===== config.mk =====
export PLATFORM = sky130hd
export DESIGN_NAME = nn_traffic_unit
export DESIGN_NICKNAME = d
export VERILOG_FILES = /design/src/rtl/nn_traffic_unit.sv
export SDC_FILE = /design/constraint.sdc
export NUM_CORES = 1
export LEC_CHECK = 0
export BUFFER_PORTS_ARGS = -buffer_cell sky130_fd_sc_hd__buf_2
export CORE_AREA = 5 5 677 679
export CTS_CLUSTER_DIAMETER = 200
export DETAILED_ROUTE_END_ITERATION = 8
export DIE_AREA = 0 0 682 684
export PLACE_DENSITY = 0.3
export SYNTH_ARGS = -nofsm -noshare
export SYNTH_HDL_FRONTEND = slang
export SYNTH_SLANG_ARGS = --single-unit

===== constraint.sdc =====
create_clock -name clk -period 4.1 [get_ports clk]
set_clock_uncertainty 0.2 [all_clocks]
set_input_delay 0.82 -clock clk [delete_from_list [all_inputs] [get_ports clk]]
set_output_delay 0.82 -clock clk [all_outputs]
set_load 0.02 [all_outputs]

===== src/rtl/nn_traffic_unit.sv =====
// Nearest-neighbour traffic generator and ejection checker for one 3D-torus node.
// Build option: define CHECK_PAYLOAD_EN to also check payload sequence numbers on ejection.
module nn_traffic_unit #(
  parameter int CUR_X     = 0,
  parameter int CUR_Y     = 0,
  parameter int CUR_Z     = 0,
  parameter int XSIZE     = 4,
  parameter int YSIZE     = 4,
  parameter int ZSIZE     = 4,
  parameter int COORD_W   = 3,
  parameter int NUM_PORTS = 6,
  parameter int FLIT_W    = 128,
  parameter int PKT_FLITS = 16,
  parameter int PKT_NUM   = 10,
  parameter int INTERVAL  = 30
) (
  input  logic                        clk,
  input  logic                        rst,
  input  logic                        start,
  output logic [NUM_PORTS*FLIT_W-1:0] inject_flit,
  output logic [NUM_PORTS-1:0]        inject_valid,
  input  logic [NUM_PORTS-1:0]        inject_avail,
  input  logic [NUM_PORTS*FLIT_W-1:0] eject_flit,
  input  logic [NUM_PORTS-1:0]        eject_valid,
  output logic [NUM_PORTS*16-1:0]     sent_pkts,
  output logic [NUM_PORTS*16-1:0]     rcvd_pkts,
  output logic [NUM_PORTS-1:0]        err,
  output logic                        done
);

  // Handshake: an inject flit transfers on a cycle with inject_valid && inject_avail; while
  // valid is high and avail low the flit is held unchanged. Every eject_valid cycle is consumed.

  localparam int PAY_W   = FLIT_W - 3 - 3*COORD_W - 4;
  localparam int DZ_LSB  = FLIT_W - 3 - COORD_W;
  localparam int DY_LSB  = DZ_LSB - COORD_W;
  localparam int DX_LSB  = DY_LSB - COORD_W;
  localparam int TIMER_W = (INTERVAL > 1) ? $clog2(INTERVAL) : 1;

  localparam logic [1:0] T_HEAD = 2'b01;
  localparam logic [1:0] T_BODY = 2'b10;
  localparam logic [1:0] T_TAIL = 2'b11;

  typedef enum logic {G_IDLE, G_SEND} gen_state_t;
  typedef enum logic {C_WAIT_HEAD, C_IN_PKT} chk_state_t;

  function automatic logic [COORD_W-1:0] step(input int cur, input int size, input int delta);
    return COORD_W'((cur + size + delta) % size);
  endfunction

  logic                running;
  logic [TIMER_W-1:0]  timer;
  logic                tick;
  logic                run_start;
  logic [NUM_PORTS-1:0] port_done;

  assign run_start = start && !running;
  assign tick      = running && (timer == TIMER_W'(INTERVAL - 1));
  assign done      = &port_done;

  always_ff @(posedge clk) begin
    if (rst) begin
      running <= 1'b0;
      timer   <= '0;
    end else if (run_start) begin
      running <= 1'b1;
      timer   <= '0;
    end else if (running) begin
      if (done) running <= 1'b0;
      timer <= tick ? '0 : timer + 1'b1;
    end
  end

  for (genvar p = 0; p < NUM_PORTS; p++) begin : g_port
    localparam logic [COORD_W-1:0] DX = (p == 0) ? step(CUR_X, XSIZE, 1) :
                                        (p == 3) ? step(CUR_X, XSIZE, -1) : COORD_W'(CUR_X);
    localparam logic [COORD_W-1:0] DY = (p == 1) ? step(CUR_Y, YSIZE, 1) :
                                        (p == 4) ? step(CUR_Y, YSIZE, -1) : COORD_W'(CUR_Y);
    localparam logic [COORD_W-1:0] DZ = (p == 2) ? step(CUR_Z, ZSIZE, 1) :
                                        (p == 5) ? step(CUR_Z, ZSIZE, -1) : COORD_W'(CUR_Z);

    // ---------------- injection generator ----------------
    gen_state_t  g_state, g_state_n;
    logic        g_pending, g_pending_n;
    logic [15:0] g_idx, g_idx_n;
    logic [15:0] g_sent, g_sent_n;
    logic [1:0]  g_type;
    logic        accept, is_tail, may_issue;

    assign is_tail = (g_idx == 16'(PKT_FLITS - 1));
    assign accept  = (g_state == G_SEND) && inject_avail[p];
    // A packet in flight counts against PKT_NUM so a late opportunity cannot overshoot.
    assign may_issue = tick && (({1'b0, g_sent} + 17'(g_state == G_SEND)) < 17'(PKT_NUM));
    assign g_type = (g_idx == 16'd0) ? T_HEAD : (is_tail ? T_TAIL : T_BODY);

    always_comb begin
      g_state_n   = g_state;
      g_pending_n = g_pending | may_issue;
      g_idx_n     = g_idx;
      g_sent_n    = g_sent;
      case (g_state)
        G_IDLE: begin
          if (g_pending || may_issue) begin
            g_state_n   = G_SEND;
            g_pending_n = 1'b0;
            g_idx_n     = '0;
          end
        end
        G_SEND: begin
          if (accept) begin
            if (is_tail) begin
              if (g_sent != 16'hFFFF) g_sent_n = g_sent + 16'd1;
              g_idx_n = '0;
              if (g_pending || may_issue) g_pending_n = 1'b0;
              else                        g_state_n   = G_IDLE;
            end else begin
              g_idx_n = g_idx + 16'd1;
            end
          end
        end
        default: g_state_n = G_IDLE;
      endcase
      if (run_start) begin
        g_state_n   = G_IDLE;
        g_pending_n = 1'b0;
        g_idx_n     = '0;
        g_sent_n    = '0;
      end
    end

    always_ff @(posedge clk) begin
      if (rst) begin
        g_state   <= G_IDLE;
        g_pending <= 1'b0;
        g_idx     <= '0;
        g_sent    <= '0;
      end else begin
        g_state   <= g_state_n;
        g_pending <= g_pending_n;
        g_idx     <= g_idx_n;
        g_sent    <= g_sent_n;
      end
    end

    // The sequence number of the packet in flight equals the count of packets already sent.
    assign inject_valid[p] = (g_state == G_SEND);
    assign inject_flit[p*FLIT_W +: FLIT_W] = (g_state == G_SEND) ?
        {g_type, 1'b1, DZ, DY, DX, 4'(p), PAY_W'(g_sent)} : '0;
    assign sent_pkts[p*16 +: 16] = g_sent;

    // ---------------- ejection checker ----------------
    chk_state_t  c_state, c_state_n;
    logic [15:0] c_cnt, c_cnt_n, cnt_inc;
    logic [15:0] c_rcvd, c_rcvd_n;
    logic        c_err, c_err_n;
    logic [FLIT_W-1:0] ef;
    logic [1:0]  e_type;
    logic        dest_ok;
    logic        unused_bits;

    assign ef          = eject_flit[p*FLIT_W +: FLIT_W];
    assign e_type      = ef[FLIT_W-1 -: 2];
    assign cnt_inc     = c_cnt + 16'd1;
    assign unused_bits = ^ef;
    assign dest_ok     = (ef[DZ_LSB +: COORD_W] == COORD_W'(CUR_Z)) &&
                         (ef[DY_LSB +: COORD_W] == COORD_W'(CUR_Y)) &&
                         (ef[DX_LSB +: COORD_W] == COORD_W'(CUR_X));

`ifdef CHECK_PAYLOAD_EN
    logic [15:0] c_exp, c_exp_n;
`endif

    always_comb begin
      c_state_n = c_state;
      c_cnt_n   = c_cnt;
      c_rcvd_n  = c_rcvd;
      c_err_n   = c_err;
`ifdef CHECK_PAYLOAD_EN
      c_exp_n   = c_exp;
`endif
      if (eject_valid[p]) begin
        if (e_type == 2'b00 || !dest_ok) c_err_n = 1'b1;
        case (c_state)
          C_WAIT_HEAD: begin
            if (e_type == T_HEAD) begin
              c_state_n = C_IN_PKT;
              c_cnt_n   = '0;
            end else begin
              c_err_n = 1'b1;
            end
          end
          C_IN_PKT: begin
            if (e_type == T_HEAD) begin
              c_err_n = 1'b1;
              c_cnt_n = '0;
            end else if (e_type != 2'b00) begin
              c_cnt_n = cnt_inc;
              if (e_type == T_TAIL) begin
                c_state_n = C_WAIT_HEAD;
                if (cnt_inc == 16'(PKT_FLITS - 1)) begin
                  if (c_rcvd != 16'hFFFF) c_rcvd_n = c_rcvd + 16'd1;
`ifdef CHECK_PAYLOAD_EN
                  c_exp_n = c_exp + 16'd1;
`endif
                end else begin
                  c_err_n = 1'b1;
                end
              end
            end
          end
          default: c_state_n = C_WAIT_HEAD;
        endcase
`ifdef CHECK_PAYLOAD_EN
        if ((e_type == T_HEAD || e_type == T_TAIL) && ef[15:0] != c_exp) c_err_n = 1'b1;
`endif
      end
      if (run_start) begin
        c_state_n = C_WAIT_HEAD;
        c_cnt_n   = '0;
        c_rcvd_n  = '0;
        c_err_n   = 1'b0;
`ifdef CHECK_PAYLOAD_EN
        c_exp_n   = '0;
`endif
      end
    end

    always_ff @(posedge clk) begin
      if (rst) begin
        c_state <= C_WAIT_HEAD;
        c_cnt   <= '0;
        c_rcvd  <= '0;
        c_err   <= 1'b0;
`ifdef CHECK_PAYLOAD_EN
        c_exp   <= '0;
`endif
      end else begin
        c_state <= c_state_n;
        c_cnt   <= c_cnt_n;
        c_rcvd  <= c_rcvd_n;
        c_err   <= c_err_n;
`ifdef CHECK_PAYLOAD_EN
        c_exp   <= c_exp_n;
`endif
      end
    end

    assign rcvd_pkts[p*16 +: 16] = c_rcvd;
    assign err[p]                = c_err;
    assign port_done[p] = (g_sent == 16'(PKT_NUM)) && (c_rcvd == 16'(PKT_NUM));
  end

endmodule


# Yosys cells after proc, flatten, opt, wreduce, memory -nomap -nowiden
# Cells that the tools add are included.
dict set report totals {
  reg_bits 414
  in_bits 783
  out_inout_bits 973
  wordCells 487
}
dict set report op_classes {
  n_addsub 31
  n_lt_le_gt_ge 6
  eq_ne 73
  n_mux 190
  bitwise_logic 24
  n_reduce_logical 113
}
# cell n
set ops {}
lappend ops {{$mux W128} 6}
lappend ops {{$mux W16} 36}
lappend ops {{$add A16 B1 Y16 const B} 24}
lappend ops {{$eq A16 B4 Y1 const B} 24}
lappend ops {{$pmux W16 S2} 12}
lappend ops {{$ne A16 B16 Y1 const B} 12}
lappend ops {{$mux W1} 105}
lappend ops {{$add A16 B1 Y17} 6}
lappend ops {{$lt A17 B4 Y1 const B} 6}
lappend ops {{$logic_not A16 Y1} 6}
lappend ops {{$logic_not A3 Y1} 18}
lappend ops {{$pmux W1 S2} 24}
lappend ops {{$reduce_and A7 Y1} 6}
lappend ops {{$logic_and A1 B1 Y1} 32}
lappend ops {{$ne A2 B2 Y1 const B} 12}
lappend ops {{$reduce_and A4 Y1} 6}
lappend ops {{$ne A3 B1 Y1 const B} 6}
lappend ops {{$not A1 Y1} 18}
lappend ops {{$reduce_and A3 Y1} 6}
lappend ops {{$eq A2 B1 Y1 const B} 6}
lappend ops {{$eq A2 B2 Y1 const B} 6}
lappend ops {{$logic_not A2 Y1} 6}
lappend ops {{$logic_or A1 B1 Y1} 12}
lappend ops {{$mux W2} 6}
lappend ops {{other kinds (10)} 36}

# Longest topological paths before layout
dict set report logic_depth {
  word_depth 11
  depth_mapped 13
  depth_no_buf 10
}

# Worst setup path after synthesis
# OpenSTA, ideal clock, no wires.
dict set report synth_timing {
  path_type {register to output}
  start {register g_port[1].g_sent[3]}
  end {output port done}
  arrival_time_ns 2.339
  t_required_ns 3.080
  setup_slack_ns 0.741
  path_stages_with_launch 7
  n_path_buf 1
  cell_sequence {dfxtp_1 > clkbuf_1 > nor4b_1 > and4b_1 > nand3_1 > or4_1 > nor4_1}
}
dict set report synth_between {
  elab_chain_cells 3
}
# item line_no
set synth_rtl {}
lappend synth_rtl {{start: declaration} 86} ;# logic [15:0] g_sent, g_sent_n;
lappend synth_rtl {{start signal: assignment} 141} ;# g_sent <= g_sent_n;
lappend synth_rtl {{$eq A16 B4 Y1} 250} ;# assign port_done[p] = (g_sent == 16'(PKT_NUM)) && (c_rcvd == 16'(PKT_NUM));
lappend synth_rtl {{$logic_and A1 B1 Y1} 250}
lappend synth_rtl {{$reduce_and A6 Y1} 59} ;# assign done = &port_done;
lappend synth_rtl {{end: declaration} 28} ;# output logic done
# No other way between the ends.

# Worst setup path in the final report
dict set report layout_timing {
  start {register g_port[3].g_sent[0]}
  end {output port done}
}
dict set report layout_between {
  elab_chain_cells 3
}
# item line_no
set layout_rtl {}
lappend layout_rtl {{start: declaration} 86}
lappend layout_rtl {{start signal: assignment} 141}
lappend layout_rtl {{$eq A16 B4 Y1} 250}
lappend layout_rtl {{$logic_and A1 B1 Y1} 250}
lappend layout_rtl {{$reduce_and A6 Y1} 59}
# No other way between the ends.

==> flow_summary_export.csv <==
group,metric,value,unit
grt,antenna_found_initial,42,
synthesis,synthSimpleGateAreaFrac,29.2,%
die,core-area,451000,sq um
synthesis,synth_seq_area_share,27.1,%
detailed_routing,wl_per_cell,15.7,microns
timing,setup_viol,0,
die,io_pins,1756,
clock_tree,cts.clk_slew.worst_paths,0.06,ns
clock_tree,clock_sinks,414,
synthesis,avgSynthCellArea,7.46,sq um
die,die_h,684,microns
clock_tree,clock_path_buffers,3,
cells_and_area,layout.cells.non_filler,10500,
cells_and_area,fin_nets,5323,
cells_and_area,post-route-util,8.93,%
timing,fmax,0.255,GHz
clock_tree,clk_latency,0.67,ns
pwr,total_power,10.8,mW
synthesis,synth_cells,4095,
clock_tree,clock-root-buffer,"clkbuf_16",
status,run_status,"complete, no violations",
timing,timing.final.crit_share,95.5,%
synthesis,synth_compound_area_share,15.4,%
place,dpl.cell_count,10400,
timing,fin_tns_setup,0,ns
grt,grt_pass1_wl,223000,microns
timing,slew_violations,0,
detailed_routing,vias_per_cell,2.77,
grt,grt_max_degree,67,
synthesis,synth-edff-count,0,
clock_tree,cts_tree,"yes",
setup_path,cp_top_family,"simple AND/OR/NAND/NOR gates",
setup_path,crit_fanout,2,
timing,period_minus_slack,3.91,ns
synthesis,synth_ff_type,"dfxtp_1",
die,die_area,466000,sq um
detailed_routing,drtIter0Drc,1784,
synthesis,synth_adder_area_share,2.29,%
synthesis,ys_types,88,
setup_path,critPathMaxStageDelay,0.30,ns
detailed_routing,ant_nets,0,
detailed_routing,vias,29200,
setup_path,required,3.08,ns
hold_path,hold_path_class,"input pin to register",
synthesis,synth-xor-area-share,4.33,%
grt,grtUsageTotal,6.70,%
grt,overflow,0,
setup_path,worstPathArrival,2.89,ns
die,num_rows,247,
synthesis,async_flop_share,0,%
place,gp_congestion,0.761,
pwr,powerDensity,268,nW/um^2
synthesis,synth_top_family_by_area,"simple AND/OR/NAND/NOR gates",
synthesis,yosysTopAreaCellShare,27.1,%
detailed_routing,dr.pass1.iters,7,
pwr,leakage,13.9,nW
timing,grt_setup_unrepaired,"yes",
synthesis,synth.most_common_cell,"buf_4",
setup_path,crit_path_end_kind,"output pin",
synthesis,yosys.area.top_type,"dfxtp_1",
setup_path,cp_cell_sequence,"inv_1 > ha_1 > buf_6 > and4_4 > nand4_1 > nor4_2 > buf_4 > nand4_1 > nor4_2 > buf_4 > buf_12",
synthesis,synthTopCellsByArea,"dfxtp_1 (27%), buf_4 (17%), nor2_1 (4.6%)",
synthesis,syn-cell-area,30500,sq um
clock_tree,cts_max_level,3,
cells_and_area,drive_gt1_share,17.3,%
synthesis,yosysWarningCount,0,
synthesis,yosys_register_bits,414,
cells_and_area,fillers,52900,
setup_path,critPathKind,"register to output pin",
timing,worst_hold_slack,0.242,ns
timing,hold_viol_final,0,
clock_tree,cts_inserted_buffers,66,
setup_path,slowest_stage,"dfxtp_1",
grt,grt_pass1_vias,27200,
flow_run,drv_cap,0,
timing,tightest_slew,0.900,ns
detailed_routing,wl,165000,microns
setup_path,cp-start-kind,"register",
die,floorplan.initialDensity,6.77,%
timing,slew_headroom,39.9,%
pwr,vdd_drop_max,0.244,mV
detailed_routing,drcViolationCount,0,
place,io_buffer_count,415,
die,die_x,682,microns
synthesis,synth_mux_area_share,0.988,%
setup_path,cp_num_buf_inv,5,
clock_tree,ctsHoldBuffers,0,
place,dp_hpwl,133000,microns
cells_and_area,syn_to_final_growth,32.0,%
synthesis,synth_common_cells,"buf_4 (675), dfxtp_1 (414), nor2_1 (373)",
## metal layers
metal / vias up / track usage, % / share of wire (%)
met5: - / 0 / 0.023
met4: 8 / 2.26 / 3.5
met3: 163 / 2.01 / 8.1
met2: 1138 / 10.6 / 44
met1: 13800 / 8.63 / 44
li1: 14100 / - / -
## sequential cells by signal (all words and copies together), names as in the netlist, named ones only
| name | flops |
|---|---|
| g_port.c_cnt | 96 |
| g_port.c_err | 6 |
| g_port.c_rcvd | 96 |
| g_port.g_idx | 96 |
| g_port.g_pending | 6 |
| g_port.g_sent | 96 |
| g_port.g_state | 6 |
| running | 1 |
| timer | 5 |
## placed cells by master, fill, tap and decap left out, drive strengths merged, types with 56 or more instances in the layout
| cell | instances |
|---|---|
| or3 | 91 |
| xnor2 | 84 |
| inv | 84 |
| nand4 | 121 |
| and3 | 63 |
| nand2 | 368 |
| o21ai | 177 |
| and2 | 111 |
| xor2 | 67 |
| nand3 | 182 |
| a31oi | 59 |
| a21oi | 190 |
| dfxtp | 414 |
| buf | 596 |
| conb | 638 |
| nor4 | 110 |
| ha | 56 |
| nor2 | 373 |
| nor3 | 119 |
| clkbuf | 103 |
## per-stage QoR
| step | worst slack [ns] | cell area [sq um] |
|---|---|---|
| global placement | 0.211 | 38000 |
| CTS | 0.00472 | 40300 |
| detailed placement | 0.198 | 38000 |
| floorplan | 0.741 | 32900 |
| global route | -0.0445 | 40300 |
| finish | 0.186 | 40300 |
## kinds of logic (layout without fill, tap and decap cells)
group                    count (synthesis)  in the layout
AND/OR/NAND/NOR                       1728           1728
buffers and inverters                  993            797
XOR/XNOR                               151            151
AO/OA/AOI/OAI                          722            722
multiplexers                            30             30
flip-flops                             414            414
other                                    1            650
adder cells (fa/ha/maj)                 56             56
## cell type report
| class | count | area (sq um) | share of cell area (%) |
|---|---|---|---|
| Multi-Input combinational cell | 3325 | 18500 | 45.9 |
| Sequential cell | 414 | 8300 | 20.6 |
| Tap cell | 5976 | 7480 | 18.5 |
| Timing Repair Buffer | 596 | 3520 | 8.74 |
| Clock buffer | 103 | 2010 | 4.99 |
| Inverter | 81 | 304 | 0.754 |
| Clock inverter | 17 | 154 | 0.382 |
| Antenna cell | 12 | 30.0 | 0.0745 |
## final timing paths
path,startpoint,endpoint,cells past startpoint,slack [ns]
setup / recovery,g_port[3].g_sent[0],done,11,0.19
hold / removal,eject_flit[639],register,2,0.24
setup reg to reg,g_port[4].c_cnt[0],g_port[4].c_rcvd[4],8,0.37
hold reg to reg,g_port[0].g_idx[15],g_port[0].g_idx[15],1,0.29
## report_power, final
part	total [mW]	internal (mW)	switching, mW
Sequential	4.05	4.03	0.0154
Combinational	0.876	0.0929	0.783
Clock	5.89	3.45	2.44
Total	10.8	7.57	3.24
## what timing repair did
item,4_1_cts,5_1_grt
pin swaps,7,0
endpoints found under the hold margin,0,0
setup buffers,1,0
setup endpoints to repair,1,1
resized for setup,24,7
Power figures use the tool's default switching activity.
